`config.mk`:
```
export PLATFORM = sky130hd
export DESIGN_NAME = bin2ascii_stream
export DESIGN_NICKNAME = d
export VERILOG_FILES = /design/src/rtl/bin2ascii_stream.sv
export SDC_FILE = /design/constraint.sdc
export NUM_CORES = 1
export LEC_CHECK = 0
export CORE_MARGIN = 4
export CORE_UTILIZATION = 55
export DETAILED_ROUTE_END_ITERATION = 10
export PLACE_DENSITY = 0.78
export SLEW_MARGIN = 40
export SYNTH_ARGS = -nofsm -noshare
export SYNTH_HDL_FRONTEND = slang
export SYNTH_SLANG_ARGS = --single-unit
```
`constraint.sdc`:
```
create_clock -name clk -period 2.7 [get_ports clk]
set_input_delay 0.81 -clock clk [delete_from_list [all_inputs] [get_ports clk]]
set_output_delay 0.81 -clock clk [all_outputs]
set_load 0.01 [all_outputs]
```
`src/rtl/bin2ascii_stream.sv`:
```
// Sequential binary-to-ASCII converter emitting a valid/ready byte stream (signed/unsigned, decimal/hex, zero pad).
// Optional CR/LF terminator enabled by defining BIN2ASCII_NEWLINE_EN.
module bin2ascii_stream #(
  parameter int unsigned BITS       = 32,
  parameter int unsigned DEC_DIGITS = 10
) (
  input  logic            clk,
  input  logic            rst,
  input  logic [BITS-1:0] binaryin,
  input  logic            is_signed,
  input  logic            hex_mode,
  input  logic            pad_zero,
  input  logic            start,
  output logic            busy,
  output logic [7:0]      tx_data,
  output logic            tx_valid,
  input  logic            tx_ready,
  output logic            done
);

  localparam int unsigned HEX_DIGITS = (BITS + 3) / 4;
  localparam int unsigned MAXD       = (DEC_DIGITS > HEX_DIGITS) ? DEC_DIGITS : HEX_DIGITS;
  localparam int unsigned DW         = 4 * MAXD;
  localparam int unsigned IW         = (MAXD > 1) ? $clog2(MAXD) : 1;
  localparam int unsigned CW         = $clog2(BITS + 2);

  typedef enum logic [2:0] {
    IDLE,
    CONVERT,
    EMIT_SIGN,
    EMIT_DIGIT,
    FINISH
`ifdef BIN2ASCII_NEWLINE_EN
    , EMIT_CR,
    EMIT_LF
`endif
  } state_t;

  state_t          state, state_d;
  logic [BITS-1:0] mag, mag_d;
  logic [DW-1:0]   digits, digits_d;
  logic            neg, neg_d, hex, hex_d, pad, pad_d;
  logic [CW-1:0]   cnt, cnt_d;
  logic [IW-1:0]   idx, idx_d;
  logic [7:0]      tx_data_d;
  logic            tx_valid_d, busy_d, done_d;

  logic [DW-1:0]   dab;
  logic [IW-1:0]   lead, idx_m1;
  logic [3:0]      cur_digit, next_digit;
  logic            start_neg;

  function automatic logic [7:0] to_ascii(input logic [3:0] d);
    return (d < 4'd10) ? (8'h30 + {4'h0, d}) : (8'h37 + {4'h0, d});
  endfunction

  // State and datapath registers
  always_ff @(posedge clk) begin
    if (rst) begin
      state    <= IDLE;
      mag      <= '0;
      digits   <= '0;
      neg      <= 1'b0;
      hex      <= 1'b0;
      pad      <= 1'b0;
      cnt      <= '0;
      idx      <= '0;
      tx_data  <= 8'h00;
      tx_valid <= 1'b0;
      busy     <= 1'b0;
      done     <= 1'b0;
    end else begin
      state    <= state_d;
      mag      <= mag_d;
      digits   <= digits_d;
      neg      <= neg_d;
      hex      <= hex_d;
      pad      <= pad_d;
      cnt      <= cnt_d;
      idx      <= idx_d;
      tx_data  <= tx_data_d;
      tx_valid <= tx_valid_d;
      busy     <= busy_d;
      done     <= done_d;
    end
  end

  // Next state, datapath updates and registered output values
  always_comb begin
    state_d    = state;
    mag_d      = mag;
    digits_d   = digits;
    neg_d      = neg;
    hex_d      = hex;
    pad_d      = pad;
    cnt_d      = cnt;
    idx_d      = idx;
    tx_data_d  = tx_data;
    tx_valid_d = tx_valid;
    busy_d     = busy;
    done_d     = 1'b0;
    start_neg  = is_signed & binaryin[BITS-1];

    dab = digits;
    for (int unsigned i = 0; i < MAXD; i++) begin
      if (dab[4*i +: 4] >= 4'd5) dab[4*i +: 4] = dab[4*i +: 4] + 4'd3;
    end

    // Zero magnitude leaves lead at 0 so a single '0' is still emitted
    lead = '0;
    for (int unsigned i = 0; i < MAXD; i++) begin
      if (digits[4*i +: 4] != 4'd0) lead = IW'(i);
    end
    if (pad) lead = hex ? IW'(HEX_DIGITS - 1) : IW'(DEC_DIGITS - 1);

    idx_m1     = idx - IW'(1);
    cur_digit  = digits[{idx, 2'b00} +: 4];
    next_digit = digits[{idx_m1, 2'b00} +: 4];

    unique case (state)
      IDLE: begin
        if (start) begin
          neg_d    = start_neg;
          mag_d    = start_neg ? (~binaryin + BITS'(1)) : binaryin;
          hex_d    = hex_mode;
          pad_d    = pad_zero;
          digits_d = '0;
          cnt_d    = hex_mode ? CW'(2) : CW'(BITS + 1);
          busy_d   = 1'b1;
          state_d  = CONVERT;
        end
      end
      // cnt>1: conversion work, cnt==1: pick leading digit, cnt==0: present first byte
      CONVERT: begin
        if (cnt > CW'(1)) begin
          if (hex) begin
            digits_d = DW'(mag);
          end else begin
            digits_d = {dab[DW-2:0], mag[BITS-1]};
            mag_d    = mag << 1;
          end
          cnt_d = cnt - CW'(1);
        end else if (cnt == CW'(1)) begin
          idx_d = lead;
          cnt_d = '0;
        end else begin
          tx_valid_d = 1'b1;
          if (neg) begin
            state_d   = EMIT_SIGN;
            tx_data_d = 8'h2D;
          end else begin
            state_d   = EMIT_DIGIT;
            tx_data_d = to_ascii(cur_digit);
          end
        end
      end
      EMIT_SIGN: begin
        if (tx_ready) begin
          state_d   = EMIT_DIGIT;
          tx_data_d = to_ascii(cur_digit);
        end
      end
      EMIT_DIGIT: begin
        if (tx_ready) begin
          if (idx == '0) begin
`ifdef BIN2ASCII_NEWLINE_EN
            state_d   = EMIT_CR;
            tx_data_d = 8'h0D;
`else
            state_d    = FINISH;
            tx_valid_d = 1'b0;
            busy_d     = 1'b0;
            done_d     = 1'b1;
`endif
          end else begin
            idx_d     = idx_m1;
            tx_data_d = to_ascii(next_digit);
          end
        end
      end
`ifdef BIN2ASCII_NEWLINE_EN
      EMIT_CR: begin
        if (tx_ready) begin
          state_d   = EMIT_LF;
          tx_data_d = 8'h0A;
        end
      end
      EMIT_LF: begin
        if (tx_ready) begin
          state_d    = FINISH;
          tx_valid_d = 1'b0;
          busy_d     = 1'b0;
          done_d     = 1'b1;
        end
      end
`endif
      FINISH: begin
        state_d = IDLE;
      end
      default: begin
        state_d = IDLE;
      end
    endcase
  end

endmodule

```
==> report_table.html <==
<table>
<tr><th>Metric</th><th>Value</th></tr>
<tr><th colspan="2">Global routing</th></tr>
<tr><td>Total track usage</td><td>0.2601</td></tr>
<tr><td>Via count of the first global-routing pass</td><td>6547</td></tr>
<tr><td>Global route total overflow</td><td>0</td></tr>
<tr><td>Global-route wire length before repair</td><td>31760 um</td></tr>
<tr><td>Largest net degree at the start of global routing</td><td>between 70 and 80</td></tr>
<tr><td>Number of antenna violations at the first check in global routing</td><td>0</td></tr>
<tr><th colspan="2">Timing</th></tr>
<tr><td>Setup Viol. Count Final</td><td>0</td></tr>
<tr><td>Total count of hold-check failures in the final report</td><td>0</td></tr>
<tr><td>Actual transition at the worst max-transition pin</td><td>0.6932 ns</td></tr>
<tr><td>Fin crit share</td><td>0.9531</td></tr>
<tr><td>RSZ-0062 raised after global routing</td><td>yes</td></tr>
<tr><td>TNS Setup</td><td>0 ns</td></tr>
<tr><td>F_max</td><td>about 0.39 GHz</td></tr>
<tr><td>Minimum clock period</td><td>2.573 ns</td></tr>
<tr><td>Final max-slew violation count</td><td>0</td></tr>
<tr><td>Worst slew margin</td><td>0.5362</td></tr>
<tr><td>Fin Clk Skew</td><td>around 0.0063 ns</td></tr>
<tr><th colspan="2">Setup path</th></tr>
<tr><td>Element type at the critical path end</td><td>register</td></tr>
<tr><td>Cell-by-cell listing of the critical path</td><td>clkdlybuf4s50_1, or4_4, nor4b_4, buf_4, a41oi_1, xor2_1, a221oi_1, nor2_1</td></tr>
<tr><td>Category of the critical setup timing path</td><td>in -&gt; reg</td></tr>
<tr><td>Slowest cell delay on critical path</td><td>0.56 ns</td></tr>
<tr><td>Max FO, Critical Path</td><td>3</td></tr>
<tr><td>Delay-heaviest family, CP</td><td>simple AND/OR/NAND/NOR gates</td></tr>
<tr><td>Worst path buffer plus inverter count</td><td>2</td></tr>
<tr><td>CP startpoint kind</td><td>primary input</td></tr>
<tr><td>Arrival @ worst endpoint</td><td>2.81 ns</td></tr>
<tr><td>Critical-path top delay cell</td><td>sky130_fd_sc_hd__or4_4</td></tr>
<tr><td>Endpoint required time on the critical path</td><td>2.93 ns</td></tr>
<tr><th colspan="2">Die</th></tr>
<tr><td>Height of the die</td><td>122.9 um</td></tr>
<tr><td>Top-Level Pins</td><td>50</td></tr>
<tr><td>Core region area</td><td>12770 sq um</td></tr>
<tr><td>Total Die Area</td><td>15110 sq um</td></tr>
<tr><td>Horizontal die dimension</td><td>122.9 um</td></tr>
<tr><td>Initial core utilization</td><td>0.5687</td></tr>
<tr><td>Site row count</td><td>41</td></tr>
<tr><th colspan="2">Layout</th></tr>
<tr><td>Area added between synthesis and finish</td><td>20.46%</td></tr>
<tr><td>Number of fill cells in the layout</td><td>approximately 1100</td></tr>
<tr><td>Final layout net count</td><td>approximately 1100</td></tr>
<tr><td>Layout Cells excl Fill</td><td>about 1200</td></tr>
<tr><td>Footprint of the multi-input gates</td><td>4918 sq um</td></tr>
<tr><td>Diodes inserted</td><td>0</td></tr>
<tr><td>Share of layout cells above drive strength 1</td><td>0.1534</td></tr>
<tr><td>Final instance area</td><td>8751 sq um</td></tr>
<tr><td>Seq. cell area</td><td>1963 sq um</td></tr>
<tr><th colspan="2">Routing</th></tr>
<tr><td>Violation count after the first detailed-routing iteration</td><td>663</td></tr>
<tr><td>Via Count</td><td>between 7000 and 8000</td></tr>
<tr><td>Overall routed net length</td><td>19480 um</td></tr>
<tr><td>Routed via count divided by cell count</td><td>6.097</td></tr>
<tr><td>Routed len/inst</td><td>16.21 um</td></tr>
<tr><td>Initial DRT Pass Iterations</td><td>5</td></tr>
<tr><td>Remaining routing DRC violations</td><td>0</td></tr>
<tr><td>Number of nets with antenna violations after routing</td><td>0</td></tr>
<tr><th colspan="2">Yosys</th></tr>
<tr><td>Post-synthesis cell area</td><td>7264 sq um</td></tr>
<tr><td>Commonest register cell after synthesis</td><td>sky130_fd_sc_hd__dfxtp_1</td></tr>
<tr><td>Post-Syn Instances</td><td>between 900 and 1000</td></tr>
<tr><td>Number of storage elements in the synthesis netlist</td><td>98</td></tr>
<tr><td>Commonest cells in the synthesized netlist</td><td>sky130_fd_sc_hd__nand2_1 (106), sky130_fd_sc_hd__a21oi_1 (105), sky130_fd_sc_hd__dfxtp_1 (98)</td></tr>
<tr><td>Number of warnings issued by yosys</td><td>0</td></tr>
<tr><td>Cell type with the largest total area after synthesis</td><td>sky130_fd_sc_hd__dfxtp_1</td></tr>
<tr><td>Top area cells in the synthesized netlist</td><td>sky130_fd_sc_hd__dfxtp_1 (27%), sky130_fd_sc_hd__a21oi_1 (7.2%), sky130_fd_sc_hd__nand2_1 (5.5%)</td></tr>
<tr><td>Count of cell types in the netlist</td><td>76</td></tr>
<tr><td>Async SR Flop Fraction</td><td>0</td></tr>
<tr><td>Share of the yosys chip area belonging to registers</td><td>0.2701</td></tr>
<tr><td>Number of synthesized flops with an enable pin</td><td>0</td></tr>
<tr><td>Syn_nets</td><td>around 1000</td></tr>
<tr><td>Cell with the most instances after synthesis</td><td>sky130_fd_sc_hd__nand2_1</td></tr>
<tr><td>Mean instance size in the synthesized netlist</td><td>about 7.6 sq um</td></tr>
<tr><td>Portion of synthesized cell area occupied by the leading cell type</td><td>0.2701</td></tr>
<tr><th colspan="2">Placed design</th></tr>
<tr><td>HPWL after detailed placement</td><td>14200 um</td></tr>
<tr><td>Dpl cell area</td><td>8338 sq um</td></tr>
<tr><td>Port Buffers</td><td>48</td></tr>
<tr><td>Routability congestion estimate</td><td>0.9385</td></tr>
<tr><td>Number of placed instances with taps included</td><td>1183</td></tr>
<tr><th colspan="2">Status</th></tr>
<tr><td>Run status</td><td>finished clean</td></tr>
<tr><th colspan="2">Clock network</th></tr>
<tr><td>Clock latency at the later pin of the worst-skew pair</td><td>roughly 0.35 ns</td></tr>
<tr><td>Number of CTS-inserted buffers</td><td>9</td></tr>
<tr><td>CTS tree</td><td>done</td></tr>
<tr><td>Clock sink count</td><td>between 90 and 100</td></tr>
<tr><td>Deepest level of the CTS H-tree</td><td>3</td></tr>
<tr><td>Clk buf depth</td><td>2</td></tr>
<tr><td>Root Driver</td><td>sky130_fd_sc_hd__clkbuf_16</td></tr>
<tr><td>Clock edge transition at the registers on the reported setup and hold paths</td><td>0.06 ns</td></tr>
<tr><th colspan="2">Power and ir drop</th></tr>
<tr><td>Final Total Pwr</td><td>6.216 mW</td></tr>
<tr><td>Static Leak</td><td>between 3 and 4 nW</td></tr>
<tr><td>Max VDD drop</td><td>approximately 0.6 mV</td></tr>
<tr><td>Power density of the placed cells</td><td>approximately 710 nW/um^2</td></tr>
<tr><th colspan="2">Flow run</th></tr>
<tr><td>Max-cap check violation count</td><td>0</td></tr>
<tr><th colspan="2">Min path</th></tr>
<tr><td>Type of the most critical hold path</td><td>reg -&gt; reg</td></tr>
</table>
-- cell usage in the layout, fill, tap and decap left out, types with 16 or more instances in the layout --
cell type and count:
sky130_fd_sc_hd__o21ai_0 60, sky130_fd_sc_hd__a211oi_1 18, sky130_fd_sc_hd__nor2_1 90, sky130_fd_sc_hd__xnor2_1 25, sky130_fd_sc_hd__ha_1 25, sky130_fd_sc_hd__a22oi_1 17
sky130_fd_sc_hd__clkdlybuf4s50_1 47, sky130_fd_sc_hd__a31oi_1 20, sky130_fd_sc_hd__nor3b_1 18, sky130_fd_sc_hd__nand2_1 106, sky130_fd_sc_hd__buf_4 72, sky130_fd_sc_hd__inv_1 37
sky130_fd_sc_hd__a21oi_1 104, sky130_fd_sc_hd__nor3_1 22, sky130_fd_sc_hd__mux2_2 16, sky130_fd_sc_hd__dfxtp_1 97, sky130_fd_sc_hd__nand3_1 37, sky130_fd_sc_hd__nand2b_1 20
-- metrics by stage --
step                hold slack (ns)  setup slack [ns]    util
CTS                          0.4739           0.08265  0.6812
detailed placement           0.4641           -0.3730  0.6528
floorplan                    0.4451           0.01331       -
global placement             0.4565           -0.3510  0.6528
global route                 0.4889          -0.03321  0.6851
finish                       0.4719            0.1267  0.6851
-- routing by layer --
| layer | global-route usage | up-vias | share of wire |
|---|---|---|---|
| met3 | 0.03980 | 53 | 0.074 |
| met2 | 0.4059 | 309 | 0.45 |
| met1 | 0.3540 | 3369 | 0.44 |
| li1 | - | 3598 | - |
| met4 | 0.1218 | 0 | 0.034 |
| met5 | 0 | - | 0 |
-- cells by family (layout without fill, tap and decap cells) --
kind of cell	Yosys count	in the layout	share of synthesized area
buf+inv	101	181	0.06080
flops	98	98	0.2701
mux	40	40	0.08026
fa+ha+maj	26	26	0.04478
simple gates	357	357	0.2432
xor+xnor	39	39	0.04702
compound gates	288	288	0.2534
other cells	1	1	0.0005162
-- path summary, 6_finish.rpt --
kind / end / slack, ns / startpoint / cells after the start
worst max-delay path: mag[26] / 0.13 / binaryin[20] / 8
worst min-delay path: tx_data[5] / 0.47 / tx_data[5] / 2
worst max register to register: tx_data[2] / 0.13 / idx[0] / 10
worst min register to register: tx_data[5] / 0.47 / tx_data[5] / 2
-- power by group --
| part | internal [mW] | switching (mW) |
|---|---|---|
| combinational | 1.15 | 1.56 |
| clock | 0.957 | 0.565 |
| sequential | 1.72 | 0.263 |
-- sequential cells by signal, indices dropped and copies added, names as in the netlist --
register,count
done,1
tx_data,7
idx,4
cnt,6
neg,1
tx_valid,1
hex,1
pad,1
state,3
digits,40
mag,32
busy,1
-- area by class of cell --
type                       instances  share of cell area
clock buffer                      12             0.02931
clock inverter                     4             0.01115
inverter                          37             0.01587
multi-input combinational        751              0.5621
sequential                        98              0.2243
tap                              172             0.02459
timing repair buffer             128              0.1327
-- what timing repair did --
action                                  4_1_cts  5_1_grt
gates resized for setup                       1        7
setup buffers                                 0        2
gates cloned                                  0        1
hold buffers                                  0        0
endpoints found under the setup margin        1       12
pin swaps                                     0        2
-- worst min-delay path, delay by kind of cell (launching register included) --
kind / cells / cell delay [ns]
compound gates: 1 / 0.05
flops: 1 / 0.31
simple gates: 1 / 0.06
(Power assumes the default switching activity.)
